--- src/rtl/reaction_pkg.sv ---
// Shared types and constants for the reaction-timer stimulus front end.
package reaction_pkg;

  typedef enum logic [1:0] {
    IDLE = 2'd0,
    WAIT = 2'd1,
    LIT  = 2'd2
  } state_t;

  localparam logic [15:0] LFSR_POLY = 16'hB400;
  localparam logic [15:0] LFSR_SEED = 16'hACE1;

  // Width of the delay counter: holds DELAY_MIN plus the largest random extra.
  function automatic int delay_width(input int dmin, input int bits);
    int w;
    w = $clog2(dmin + (1 << bits));
    return (w < 1) ? 1 : w;
  endfunction

endpackage

--- src/rtl/button_debounce.sv ---
// Synchronizes and debounces a bouncy active-high button; emits a one-cycle
// press pulse on each accepted 0->1 transition of the debounced level.
module button_debounce #(
  parameter int DEBOUNCE = 8
) (
  input  logic clk,
  input  logic rst_n,
  input  logic ena,
  input  logic button_raw,
  output logic db_level,
  output logic press
);

  localparam int CW = (DEBOUNCE > 0) ? $clog2(DEBOUNCE + 1) : 1;

  logic          sync1_reg;
  logic          sync2_reg;
  logic [CW-1:0] cnt_reg;

  always_ff @(posedge clk or negedge rst_n) begin
    if (!rst_n) begin
      sync1_reg <= 1'b0;
      sync2_reg <= 1'b0;
      cnt_reg   <= '0;
      db_level  <= 1'b0;
      press     <= 1'b0;
    end else if (ena) begin
      sync1_reg <= button_raw;
      sync2_reg <= sync1_reg;
      press     <= 1'b0;
      // Any cycle agreeing with the accepted level restarts the stability count.
      if (sync2_reg == db_level) begin
        cnt_reg <= '0;
      end else if (cnt_reg == CW'(DEBOUNCE)) begin
        db_level <= sync2_reg;
        cnt_reg  <= '0;
        press    <= sync2_reg;
      end else begin
        cnt_reg <= cnt_reg + 1'b1;
      end
    end
  end

endmodule

--- src/rtl/reaction_stimulus.sv ---
// Reaction-timer stimulus: random delay, LED, press/false-start/timeout detection.
// Optional REACTION_LFSR_EN adds a 16-bit Galois LFSR for the random delay.
module reaction_stimulus
  import reaction_pkg::*;
#(
  parameter int PRESCALE         = 1000,
  parameter int DELAY_MIN        = 500,
  parameter int DELAY_RANGE_BITS = 10,
  parameter int TIMEOUT_TICKS    = 2000,
  parameter int DEBOUNCE         = 8
) (
  input  logic clk,
  input  logic rst_n,
  input  logic ena,
  input  logic start,
  input  logic button_raw,
  output logic led_on,
  output logic stim_start,
  output logic resp,
  output logic false_start,
  output logic timeout,
  output logic busy
);

  localparam int DW = delay_width(DELAY_MIN, DELAY_RANGE_BITS);
  localparam int PW = (PRESCALE > 1) ? $clog2(PRESCALE) : 1;
  localparam int TW = $clog2(TIMEOUT_TICKS + 1);

  state_t        state_reg;
  logic [DW-1:0] delay_reg;
  logic [DW-1:0] delay_load;
  logic [PW-1:0] presc_reg;
  logic [TW-1:0] lit_cnt_reg;
  logic          tick;
  logic          db_level;
  logic          press;
  logic          press_ok;

  button_debounce #(
    .DEBOUNCE(DEBOUNCE)
  ) u_debounce (
    .clk       (clk),
    .rst_n     (rst_n),
    .ena       (ena),
    .button_raw(button_raw),
    .db_level  (db_level),
    .press     (press)
  );

  assign press_ok = press & db_level;
  assign tick     = (presc_reg == PW'(PRESCALE - 1));

`ifdef REACTION_LFSR_EN
  logic [15:0] lfsr_reg;

  always_ff @(posedge clk or negedge rst_n) begin
    if (!rst_n) begin
      lfsr_reg <= LFSR_SEED;
    end else if (ena) begin
      lfsr_reg <= (lfsr_reg >> 1) ^ (lfsr_reg[0] ? LFSR_POLY : 16'h0000);
    end
  end

  assign delay_load = DW'(DELAY_MIN) + DW'(lfsr_reg[DELAY_RANGE_BITS-1:0]);
`else
  assign delay_load = DW'(DELAY_MIN);
`endif

  always_ff @(posedge clk or negedge rst_n) begin
    if (!rst_n) begin
      state_reg   <= IDLE;
      delay_reg   <= '0;
      presc_reg   <= '0;
      lit_cnt_reg <= '0;
      led_on      <= 1'b0;
      stim_start  <= 1'b0;
      resp        <= 1'b0;
      false_start <= 1'b0;
      timeout     <= 1'b0;
      busy        <= 1'b0;
    end else if (ena) begin
      stim_start <= 1'b0;
      resp       <= 1'b0;

      // Prescaler phase is anchored to the accepted start.
      if (state_reg == IDLE && start) begin
        presc_reg <= '0;
      end else if (tick) begin
        presc_reg <= '0;
      end else begin
        presc_reg <= presc_reg + 1'b1;
      end

      case (state_reg)
        IDLE: begin
          if (start) begin
            delay_reg   <= delay_load;
            lit_cnt_reg <= '0;
            false_start <= 1'b0;
            timeout     <= 1'b0;
            busy        <= 1'b1;
            state_reg   <= WAIT;
          end
        end
        WAIT: begin
          // A press is checked first so one landing on the final tick is a false start.
          if (press_ok) begin
            false_start <= 1'b1;
            busy        <= 1'b0;
            state_reg   <= IDLE;
          end else if (delay_reg == '0) begin
            led_on     <= 1'b1;
            stim_start <= 1'b1;
            state_reg  <= LIT;
          end else if (tick) begin
            delay_reg <= delay_reg - 1'b1;
          end
        end
        LIT: begin
          if (press_ok) begin
            resp      <= 1'b1;
            led_on    <= 1'b0;
            busy      <= 1'b0;
            state_reg <= IDLE;
          end else if (lit_cnt_reg == TW'(TIMEOUT_TICKS)) begin
            timeout   <= 1'b1;
            led_on    <= 1'b0;
            busy      <= 1'b0;
            state_reg <= IDLE;
          end else if (tick) begin
            lit_cnt_reg <= lit_cnt_reg + 1'b1;
          end
        end
        default: begin
          led_on    <= 1'b0;
          busy      <= 1'b0;
          state_reg <= IDLE;
        end
      endcase
    end
  end

endmodule

--- config.mk ---
export PLATFORM = sky130hd
export DESIGN_NAME = reaction_stimulus
export DESIGN_NICKNAME = d
export VERILOG_FILES = /design/src/rtl/reaction_pkg.sv /design/src/rtl/button_debounce.sv /design/src/rtl/reaction_stimulus.sv
export SDC_FILE = /design/constraint.sdc
export NUM_CORES = 1
export LEC_CHECK = 0
export ABC_AREA = 1
export CAP_MARGIN = 20
export CORE_MARGIN = 5
export CORE_UTILIZATION = 61
export DETAILED_ROUTE_END_ITERATION = 12
export HOLD_SLACK_MARGIN = 0.15
export PLACE_DENSITY = 0.8
export REMOVE_ABC_BUFFERS = 1
export SLEW_MARGIN = 10
export SYNTH_ARGS = -nofsm -noshare
export SYNTH_HDL_FRONTEND = slang
export SYNTH_SLANG_ARGS = --single-unit
--- constraint.sdc ---
create_clock -name clk -period 1.76 [get_ports clk]
set_input_delay 0.176 -clock clk [delete_from_list [all_inputs] [get_ports clk]]
set_output_delay 0.176 -clock clk [all_outputs]
set_load 0.01 [all_outputs]
==> metrics.cfg, run 1 <==
[critical_path]
r2r-start = presc_reg[1]$_DFFE_PN0P_
critPathMaxFanout = 22
reg2reg_depth = 10
crit_type = flop to flop
required_ns = 1.97
r2r-end = lit_cnt_reg[1]$_DFFE_PN0P_
critPathArrivalTime_ns = 1.77
reg2reg_slack_ns = 0.20
critPathLaunchType = flop
end_kind = flop

[clock_tree]
cts_tree = yes
max-clock-path-buffers = 2
cts_inserted_buffers = 5
htreeDepth = 2
cts_root_buffer = clkbuf_8
clk_latency_ns = 0.31
path_clk_slew_ns = 0.09
cts_sinks = 48

[synth]
synth_area_per_cell_um2 = 7.261
yosysUniqueCellTypes = 31
ys_warn_count = 0
async_flop_share_pct = 100.0
syn_area_um2 = 2883
synth_edf_count = 0
synthCells = 397
ys_seq_area_share_pct = 41.67
ys_ff_latch = 48
synthFlopType = dfrtp_1

[sta]
final-max-slew-violation-count = 0
max_slew_margin_pct = 59.41
worst_pin_slew_ns = 0.6089
period_needed_ns = 1.561
layout_setup_ws_ns = 0.1988
period_share_pct = 88.70
finClkSkew_ns = 0.01368
fin_tns_setup_ns = 0
setup_viol = 0
finalHoldViolCount = 0
clock.fmax_mhz = 640.5
rsz0062_at_grt = false

[place]
numPortBuffers = 10
dp_hpwl_um = 3979
dpl_worst_slack_ns = 0.04391
finalWeightedCongestion = 0.8713

[route]
firstDrtPassIters = 4
vias_per_cell = 5.401
vias = 2544
drt_iter0_drc = 226
drc = 0
drt_wl_total_um = 5672
wl_per_cell_um = 12.04
antenna_left = 0

[hold_path]
holdPathEnd = u_debounce.sync1_reg$_DFFE_PN0P_
hp-class = input pin to flop
holdPathStages = 3
min_from = button_raw

[die]
start_util_pct = 61.85
rows = 25
num_io_pins = 11
dieArea_um2 = 6201
die_w_um = 78.75
fp.dieH_um = 78.75
core_um2 = 4661

[pwr]
p_leak_nw = 1.574
ir_worst_vdd_uv = 681.5
pwr_density_cell_nw_per_um2 = 1284

[cells_and_area]
layout_commonest_cell = nand2_1
design.final.nets = 428
nFillCells = 377
drive_above_1_share_pct = 11.27
diodes = 0
final_cell_mix = nand2_1 (130), dfrtp_1 (48), nor2_1 (44)
syn_to_final_growth_pct = 11.46

[global_routing]
grt_max_degree = 49
first_global_vias = 2340
overflow = 0
track_usage_pct = 20.02
grt_pass1_wl_um = 10030
grt_antenna_before_repair = 0

[outcome]
outcome = finished, final reports clean

[run]
maxCapViolCount = 0

where the power goes:
group / total [mW] / switching, mW / internal, mW
logic: 1.66 / 1.07 / 0.595
clock network: 0.868 / 0.366 / 0.501
registers: 1.59 / 0.248 / 1.35
how the worst max path moves through the flow:
stage,from,endpoint
global route,presc_reg[1]$_DFFE_PN0P_,delay_reg[3]$_DFFE_PN0P_
finish,presc_reg[1]$_DFFE_PN0P_,lit_cnt_reg[1]$_DFFE_PN0P_
global placement,ena,lit_cnt_reg[6]$_DFFE_PN0P_
detailed placement,presc_reg[0]$_DFFE_PN0P_,lit_cnt_reg[1]$_DFFE_PN0P_
floorplan,lit_cnt_reg[0]$_DFFE_PN0P_,lit_cnt_reg[0]$_DFFE_PN0P_
CTS,lit_cnt_reg[1]$_DFFE_PN0P_,lit_cnt_reg[1]$_DFFE_PN0P_
worst max-delay path, cell delays in order, from the launching register on:
cell and delay [ns]:
dfrtp_1 0.37, ha_1 0.17, nand2_1 0.09, nor2_1 0.15, inv_1 0.05, nor2_1 0.11
nand2_1 0.06, nand2_1 0.15, nand2_8 0.15, nand2_1 0.12, o21ai_2 0.05
kinds of logic (layout without fill, tap and decap cells):
logic type / after synthesis / after routing / synth area share [%]
buffers and inverters: 52 / 72 / 7.726
and+or+nand+nor: 248 / 248 / 37.63
DFF: 48 / 48 / 41.67
AOI/OAI and AO/OA: 34 / 34 / 7.509
adders and majority gates: 7 / 7 / 3.038
xor gates and xnor gates: 8 / 8 / 2.431
cell type report:
| cell class | count | area (um^2) | share of cell area (%) |
|---|---|---|---|
| clock buffer | 7 | 96.34 | 2.998 |
| sequential | 48 | 1201 | 37.38 |
| multi-input combinational | 297 | 1478 | 45.99 |
| inverter | 44 | 167.7 | 5.218 |
| tap | 54 | 67.56 | 2.103 |
| clock inverter | 1 | 30.03 | 0.9346 |
| timing repair buffer | 20 | 172.7 | 5.374 |
repair_timing:
action,in CTS,in global routing
setup buffers,0,1
resized for setup,0,3
endpoints found under the hold margin,48,0
hold buffers,1,0
endpoints found under the setup margin,0,22
synth_stat cells (2+ instances only):
master,n,area share (%)
nand2_1,130,17
or2_2,2,0.43
nand3b_1,5,1.3
inv_1,38,4.9
nand2_2,6,1.3
dfrtp_1,48,42
xnor2_1,3,0.91
nor2_4,2,0.78
buf_2,2,0.35
nand4_1,9,2.0
nor2_2,2,0.43
nand3_1,41,7.1
xor2_1,5,1.5
nor3_1,4,0.69
o21ai_1,4,0.69
o21ai_2,9,2.7
o21a_1,2,0.52
a21oi_1,8,1.4
inv_2,5,0.65
buf_6,3,1.2
nor2_1,44,5.7
nor3_2,2,0.69
o21ai_0,7,1.2
clkbuf_1,3,0.39
ha_1,7,3.0
layer usage:
| layer | GRT usage, % | vias up | wire, um |
|---|---|---|---|
| met5 | 0 | - | 0 |
| met4 | 5.769 | 0 | 58 |
| met3 | 3.515 | 6 | 203 |
| met2 | 32.60 | 42 | 2723 |
| met1 | 27.52 | 1191 | 2686 |
| li1 | - | 1305 | - |
metrics by stage:
stage	std cells	total power [mW]	hold WS [ns]	instance area, um^2	util, %
after floorplan	389	2.735	-0.1196	2828	-
after global placement	461	3.165	0.3109	3050	65.45
after detailed placement	461	3.212	0.3120	3050	65.45
after CTS	470	4.094	0.4263	3187	68.38
after global routing	471	4.477	0.4407	3213	68.94
final	471	4.124	0.4233	3213	68.94
Note: power is estimated with default switching activity, not from simulation.
==> inputs of run 2 (changes only) <==
- ABC_CLOCK_PERIOD_IN_PS: not set -> 1760
==> results of run 2 <==
Final layout, timing and power as in run 1 (identical DEF).
